File: config.mk
export PLATFORM = sky130hd
export DESIGN_NAME = nmr_pulse_sequencer
export DESIGN_NICKNAME = d
export VERILOG_FILES = /design/src/rtl/nmr_pulse_sequencer.sv
export SDC_FILE = /design/constraint.sdc
export NUM_CORES = 1
export LEC_CHECK = 0
export BUFFER_PORTS_ARGS = -buffer_cell sky130_fd_sc_hd__buf_2
export CAP_MARGIN = 10
export CORE_UTILIZATION = 40
export DETAILED_ROUTE_END_ITERATION = 8
export GPL_TIMING_DRIVEN = 0
export PLACE_DENSITY = 0.73
export SYNTH_ARGS = -nofsm -noshare
export SYNTH_HDL_FRONTEND = slang
export SYNTH_SLANG_ARGS = --single-unit
export TNS_END_PERCENT = 5
File: constraint.sdc
create_clock -name clk -period 8.8 [get_ports clk]
set_input_delay 0.88 -clock clk [delete_from_list [all_inputs] [get_ports clk]]
set_output_delay 0.88 -clock clk [all_outputs]
set_load 0.02 [all_outputs]
File: src/rtl/nmr_pulse_sequencer.sv
// Multi-shot NMR pulse sequencer: GEN -> DEAD -> ACQ -> REPDLY per shot, repeated for averaging.
// Drives the DDS generator enable/config and the active-low resets of the acquisition chain.
module nmr_pulse_sequencer #(
    parameter int unsigned CNT_W  = 32,
    parameter int unsigned SHOT_W = 16,
    parameter int unsigned AMP_W  = 16,
    parameter int unsigned FREQ_W = 32
) (
    input  logic              clk,
    input  logic              rst_n,
    input  logic              soft_rst_n,
    input  logic              start,
    input  logic              abort,
    input  logic              done_ack,
    input  logic [AMP_W-1:0]  cfg_amp_in,
    input  logic [FREQ_W-1:0] cfg_freq_in,
    input  logic [CNT_W-1:0]  cfg_ex_time,
    input  logic [CNT_W-1:0]  cfg_dead_time,
    input  logic [CNT_W-1:0]  cfg_acq_time,
    input  logic [CNT_W-1:0]  cfg_rep_delay,
    input  logic [SHOT_W-1:0] cfg_nb_shots,
    input  logic [31:0]       cfg_size_in,
    input  logic [31:0]       cfg_nb_smpl_in,
    output logic              rst_writer,
    output logic              rst_f,
    output logic              rst_pck,
    output logic              en_gen,
    output logic [AMP_W-1:0]  cfg_amplitude,
    output logic [FREQ_W-1:0] cfg_freq,
    output logic [31:0]       size_o,
    output logic [31:0]       nb_of_sample_o,
    output logic [SHOT_W-1:0] shot_idx,
    output logic [31:0]       sts,
    output logic [5:0]        leds
);

    localparam int unsigned STS_SHOT_W = 16;

    typedef enum logic [2:0] {
        IDLE   = 3'd0,
        SETUP  = 3'd1,
        GEN    = 3'd2,
        DEAD   = 3'd3,
        ACQ    = 3'd4,
        REPDLY = 3'd5,
        DONE   = 3'd6
    } state_t;

    state_t              state;
    state_t              state_nxt;
    logic [CNT_W-1:0]    cnt;
    logic [CNT_W-1:0]    cnt_nxt;
    logic [SHOT_W-1:0]   shot_nxt;
    logic                start_q;
    logic                done_f;
    logic                done_nxt;
    logic                aborted_f;
    logic                aborted_nxt;
    logic                cfg_err_f;
    logic                cfg_err_nxt;
    logic                busy_nxt;
    logic [CNT_W-1:0]    lat_ex;
    logic [CNT_W-1:0]    lat_dead;
    logic [CNT_W-1:0]    lat_acq;
    logic [CNT_W-1:0]    lat_rep;
    logic [SHOT_W-1:0]   lat_shots;

    logic start_edge;
    logic cfg_bad;
    logic busy_now;

    assign start_edge = start & ~start_q;
    assign cfg_bad    = (cfg_ex_time == '0) | (cfg_acq_time == '0) | (cfg_nb_shots == '0);
    assign busy_now   = (state == SETUP) | (state == GEN) | (state == DEAD) |
                        (state == ACQ) | (state == REPDLY);

    // Next-state, shot index, status flags and phase counter.
    always_comb begin
        state_nxt   = state;
        shot_nxt    = shot_idx;
        done_nxt    = done_f;
        aborted_nxt = aborted_f;
        cfg_err_nxt = cfg_err_f;
        unique case (state)
            IDLE: begin
                if (start_edge && !abort) begin
                    if (cfg_bad) begin
                        cfg_err_nxt = 1'b1;
                    end else begin
                        done_nxt    = 1'b0;
                        aborted_nxt = 1'b0;
                        cfg_err_nxt = 1'b0;
                        state_nxt   = SETUP;
                    end
                end
            end
            SETUP: begin
                shot_nxt  = '0;
                state_nxt = GEN;
            end
            GEN: begin
                if (cnt == lat_ex - CNT_W'(1))
                    state_nxt = (lat_dead == '0) ? ACQ : DEAD;
            end
            DEAD: begin
                if (cnt == lat_dead - CNT_W'(1))
                    state_nxt = ACQ;
            end
            ACQ: begin
                if (cnt == lat_acq - CNT_W'(1)) begin
                    if (shot_idx == lat_shots - SHOT_W'(1)) begin
                        done_nxt  = 1'b1;
                        state_nxt = DONE;
                    end else begin
                        shot_nxt  = shot_idx + SHOT_W'(1);
                        state_nxt = (lat_rep == '0) ? GEN : REPDLY;
                    end
                end
            end
            REPDLY: begin
                if (cnt == lat_rep - CNT_W'(1))
                    state_nxt = GEN;
            end
            DONE: begin
                if (done_ack)
                    state_nxt = IDLE;
            end
            default: state_nxt = IDLE;
        endcase
        // Abort overrides every transition of a busy run.
        if (busy_now && abort) begin
            state_nxt   = IDLE;
            shot_nxt    = shot_idx;
            done_nxt    = done_f;
            aborted_nxt = 1'b1;
        end
        busy_nxt = (state_nxt == SETUP) | (state_nxt == GEN) | (state_nxt == DEAD) |
                   (state_nxt == ACQ) | (state_nxt == REPDLY);
        cnt_nxt = '0;
        if ((state_nxt == state) && (state inside {GEN, DEAD, ACQ, REPDLY}))
            cnt_nxt = cnt + CNT_W'(1);
    end

    // State, counters, latched configuration and Moore outputs registered from the next state.
    always_ff @(posedge clk) begin
        if (!(rst_n && soft_rst_n)) begin
            state          <= IDLE;
            cnt            <= '0;
            shot_idx       <= '0;
            start_q        <= 1'b0;
            done_f         <= 1'b0;
            aborted_f      <= 1'b0;
            cfg_err_f      <= 1'b0;
            lat_ex         <= '0;
            lat_dead       <= '0;
            lat_acq        <= '0;
            lat_rep        <= '0;
            lat_shots      <= '0;
            cfg_amplitude  <= '0;
            cfg_freq       <= '0;
            size_o         <= '0;
            nb_of_sample_o <= '0;
            rst_writer     <= 1'b1;
            rst_f          <= 1'b1;
            rst_pck        <= 1'b1;
            en_gen         <= 1'b0;
            sts            <= '0;
            leds           <= '0;
        end else begin
            state      <= state_nxt;
            cnt        <= cnt_nxt;
            shot_idx   <= shot_nxt;
            start_q    <= start;
            done_f     <= done_nxt;
            aborted_f  <= aborted_nxt;
            cfg_err_f  <= cfg_err_nxt;
            if (state == SETUP && !abort) begin
                lat_ex         <= cfg_ex_time;
                lat_dead       <= cfg_dead_time;
                lat_acq        <= cfg_acq_time;
                lat_rep        <= cfg_rep_delay;
                lat_shots      <= cfg_nb_shots;
                cfg_amplitude  <= cfg_amp_in;
                cfg_freq       <= cfg_freq_in;
                size_o         <= cfg_size_in;
                nb_of_sample_o <= cfg_nb_smpl_in;
            end
            rst_writer <= (state_nxt != SETUP);
            rst_f      <= (state_nxt != SETUP);
            rst_pck    <= (state_nxt != ACQ);
            en_gen     <= (state_nxt == GEN);
            sts        <= {STS_SHOT_W'(shot_nxt), 9'd0, state_nxt,
                           cfg_err_nxt, aborted_nxt, busy_nxt, done_nxt};
            leds       <= {cfg_err_nxt, aborted_nxt, done_nxt,
                           (state_nxt == ACQ), (state_nxt == GEN), busy_nxt};
        end
    end

endmodule
==> run summary <==
outcome = finished, final reports clean
Final Power = 3.28 mW
type of the tightest min-delay check = reg -> reg
Async S/R FF share, synth = 0%
vias = 18200
Seq/Total Area, Yosys = 36.5%
post-route met1 wirelength = 27500 um
met3 wire length = 4780 um
hold violation total from the final report = 0
Clock Sink Count = 316
leading area contributor after synthesis = sky130_fd_sc_hd__dfxtp_1
warnings from Yosys = 0
via-per-instance ratio = 5.44
total number of nets in the final design = 3016
Die Height = 210 um
fill cell count = 4144
total of cells resized after clock tree synthesis = 0
Data arrival, critical path = 4950 ps
area growth from synthesis to layout = 23.9%
startpoint of the tightest hold check path = nb_of_sample_o[20]
Multi-input gate area = 0.0101 mm2
routed length per instance = 18.8 um
R2R Path Start = lat_rep[0]
pin count of the biggest net entering global routing = 14
HPWL after DPL = 49000 um
CTS H-Tree Depth = 2
Top Ports = 432
floorplan die area = 0.0441 mm2
type of the worst setup path = reg -> reg
Post-Syn Instances = 2278
DR WL met2 = 29000 um
setup repair after global routing missed its margin = false
cell area power density = 153 mW/mm2
first-pass GRT wire length = 96100 um
Max rail drop VDD = 0.000128 V
number of synthesized register bits = 316
synth top area cells = sky130_fd_sc_hd__dfxtp_1 (37%), sky130_fd_sc_hd__nand2_1 (13%), sky130_fd_sc_hd__a21oi_1 (8.2%)
routability congestion estimate = 0.971
Chip Width = 210 um
fmax = 223 MHz
Root Buffer Master = sky130_fd_sc_hd__clkbuf_16
static power due to leakage = 8.49 nW
number of antenna violations at the first check in global routing = 5
Period Utilization, post-route = 50.9%
worst clock skew = 17.0 ps
IO buf count = 422
Rel. slew slack = 18.5%
number of enable flip-flop cells after synthesis = 0
layout cells sized above 1 = 21.3%
aggregate negative setup slack = 0 ps
CP max FO = 10
Distinct cells, synth = 82
mean instance size in the synthesized netlist = 7.60 um2
WL final = 63100 um
leading register cell type out of synthesis = sky130_fd_sc_hd__dfxtp_1
placeable core region = 0.0423 mm2
clock edge transition at the registers on the reported setup and hold paths = 60 ps
slack of the critical path = 4320 ps
TritonCTS buffer count = 37
number of global-route vias before repair = 17000
All-Layer GR Usage = 27.8%
required time reported for the critical path endpoint = 9270 ps
antenna-violating nets left = 0
cells on worst reg2reg path = 12
combined area of all synthesized cells = 0.0173 mm2
pin slew with the least headroom to its limit = 1210 ps
cell total after placement = 3285
TritonCTS clock tree = yes
CTS hold repair buffers = 0
time the final worst path needs with I/O delays and setup = 4480 ps
global route total overflow = 0
Detailed Routing Iterations Pass 1 = 9
final hold slack = 450 ps
number of cells on the worst hold path = 2
Post-CTS Repair Setup Buffers = 0
# setup viols final = 0
Max Cap Viol = 0
portion of synthesized cell area occupied by the leading cell type = 36.5%
max-slew violation total from the final report = 0
clock latency at the later pin of the worst-skew pair = 560 ps
final cell count without fillers = 3354
type of element capturing the critical path = flip-flop
maximum root-to-sink buffer count = 3
number of DRC violations after detailed routing = 0
initial core utilization = 40.9%
Initial DRC Count = 1532
floorplan row count = 75
footprint of the flip-flops and latches = 0.00633 mm2
startpoint type of the worst setup path = flip-flop
post-placement worst setup slack = 4600 ps
launch point of the worst path = lat_rep[0]
Highest Signal Layer = met5
path summary, 6_finish.rpt:
path	to	slack [ps]
hold / removal	nb_of_sample_o[20]	450
setup / recovery	cnt[19]	4320
setup reg to reg	cnt[19]	4320
hold reg to reg	nb_of_sample_o[20]	450
cell usage in the layout, fill, tap and decap left out, types with 40 or more instances in the layout:
master                       n
sky130_fd_sc_hd__a21oi_1   284
sky130_fd_sc_hd__xor2_1    102
sky130_fd_sc_hd__nand3_1    40
sky130_fd_sc_hd__nor3_1     57
sky130_fd_sc_hd__clkbuf_1  141
sky130_fd_sc_hd__nor4_1     65
sky130_fd_sc_hd__dfxtp_1   316
sky130_fd_sc_hd__nor2_1     95
sky130_fd_sc_hd__nand2_1   584
sky130_fd_sc_hd__buf_2     426
sky130_fd_sc_hd__xnor2_1   128
kinds of logic (layout without fill, tap and decap cells):
family | Yosys count | count (layout) | synth area share (%)
xor gates and xnor gates | 230 | 230 | 11.6
muxes | 13 | 13 | 0.794
DFF | 316 | 316 | 36.5
other | 1 | 12 | 0.0216
adders and majority gates | 7 | 7 | 0.506
and+or+nand+nor | 1071 | 1071 | 30.3
buffers and inverters | 210 | 698 | 5.53
AOI/OAI and AO/OA | 430 | 430 | 14.7
critical path, cell delays in order (launching register included):
cell and delay [ps]:
sky130_fd_sc_hd__dfxtp_1 360, sky130_fd_sc_hd__nor4_1 1040, sky130_fd_sc_hd__nand4_1 220, sky130_fd_sc_hd__xnor2_1 190, sky130_fd_sc_hd__a2111oi_0 590, sky130_fd_sc_hd__o221a_2 320, sky130_fd_sc_hd__o2111ai_1 250, sky130_fd_sc_hd__and3_1 360
sky130_fd_sc_hd__a2111oi_4 340, sky130_fd_sc_hd__o211a_1 240, sky130_fd_sc_hd__o31ai_4 100, sky130_fd_sc_hd__buf_6 180, sky130_fd_sc_hd__nor3_2 190
routing by layer:
metal  track usage [%]  up-vias
li1                  -     8805
met5                 0        -
met2              45.3      722
met1              37.1     8578
met3              4.75      127
met4              9.19        2
power breakdown:
group / switching (mW) / total (mW) / internal [mW]
Combinational: 0.133 / 0.227 / 0.0939
Clock: 0.645 / 1.61 / 0.963
Sequential: 0.00609 / 1.44 / 1.44
Yosys cell counts, types with 4 or more instances:
cell type,n
sky130_fd_sc_hd__nand2_1,584
sky130_fd_sc_hd__dfxtp_1,316
sky130_fd_sc_hd__a21oi_1,284
sky130_fd_sc_hd__clkbuf_1,135
sky130_fd_sc_hd__xnor2_1,128
sky130_fd_sc_hd__xor2_1,102
sky130_fd_sc_hd__nor2_1,95
sky130_fd_sc_hd__nor4_1,65
sky130_fd_sc_hd__nor3_1,57
sky130_fd_sc_hd__nand3_1,40
sky130_fd_sc_hd__nand4_1,39
sky130_fd_sc_hd__buf_4,34
sky130_fd_sc_hd__nor3_2,31
sky130_fd_sc_hd__o21ai_0,26
sky130_fd_sc_hd__inv_1,25
sky130_fd_sc_hd__or3_1,24
sky130_fd_sc_hd__a31oi_1,19
sky130_fd_sc_hd__or4_1,19
sky130_fd_sc_hd__and3_1,17
sky130_fd_sc_hd__and4_1,14
sky130_fd_sc_hd__nor3b_1,13
sky130_fd_sc_hd__a211oi_1,11
sky130_fd_sc_hd__nand2b_1,11
sky130_fd_sc_hd__nor2b_1,10
sky130_fd_sc_hd__o211ai_1,9
sky130_fd_sc_hd__o2111ai_1,8
sky130_fd_sc_hd__o31ai_1,8
sky130_fd_sc_hd__buf_1,7
sky130_fd_sc_hd__ha_1,7
sky130_fd_sc_hd__mux2i_1,7
sky130_fd_sc_hd__nor4b_1,7
sky130_fd_sc_hd__a211o_1,6
sky130_fd_sc_hd__and4b_1,6
sky130_fd_sc_hd__mux2_2,6
sky130_fd_sc_hd__a2111oi_0,5
sky130_fd_sc_hd__buf_6,5
sky130_fd_sc_hd__nand3b_1,5
sky130_fd_sc_hd__o22ai_1,5
sky130_fd_sc_hd__a21o_1,4
sky130_fd_sc_hd__and2_1,4
sky130_fd_sc_hd__buf_2,4
sky130_fd_sc_hd__nand4b_1,4
sky130_fd_sc_hd__o211a_1,4
sky130_fd_sc_hd__or2_2,4
registers in the layout (all words and copies together), names as in the netlist, 2 cells and up:
signal and flops:
nb_of_sample_o 32, leds 2, cfg_amplitude 16, lat_acq 32, lat_ex 32, shot_idx 16, size_o 32, lat_rep 32
cfg_freq 32, lat_dead 32, lat_shots 16, sts 7, cnt 32
per-stage QoR:
step / cell area (um2) / util, %
global route: 21500 / 50.7
CTS: 21500 / 50.7
floorplan: 17400 / -
global placement: 20200 / 47.7
finish: 21500 / 50.7
detailed placement: 20200 / 47.7
cell type report:
cell class                 count  area share [%]
multi-input combinational   1760            46.9
sequential                   316            29.5
timing repair buffer         422            9.84
clock buffer                  46            4.66
buffer                       185            4.03
tap                          577            3.36
clock inverter                20            1.23
inverter                      25           0.437
antenna                        3          0.0350
Power figures use the tool's default switching activity.
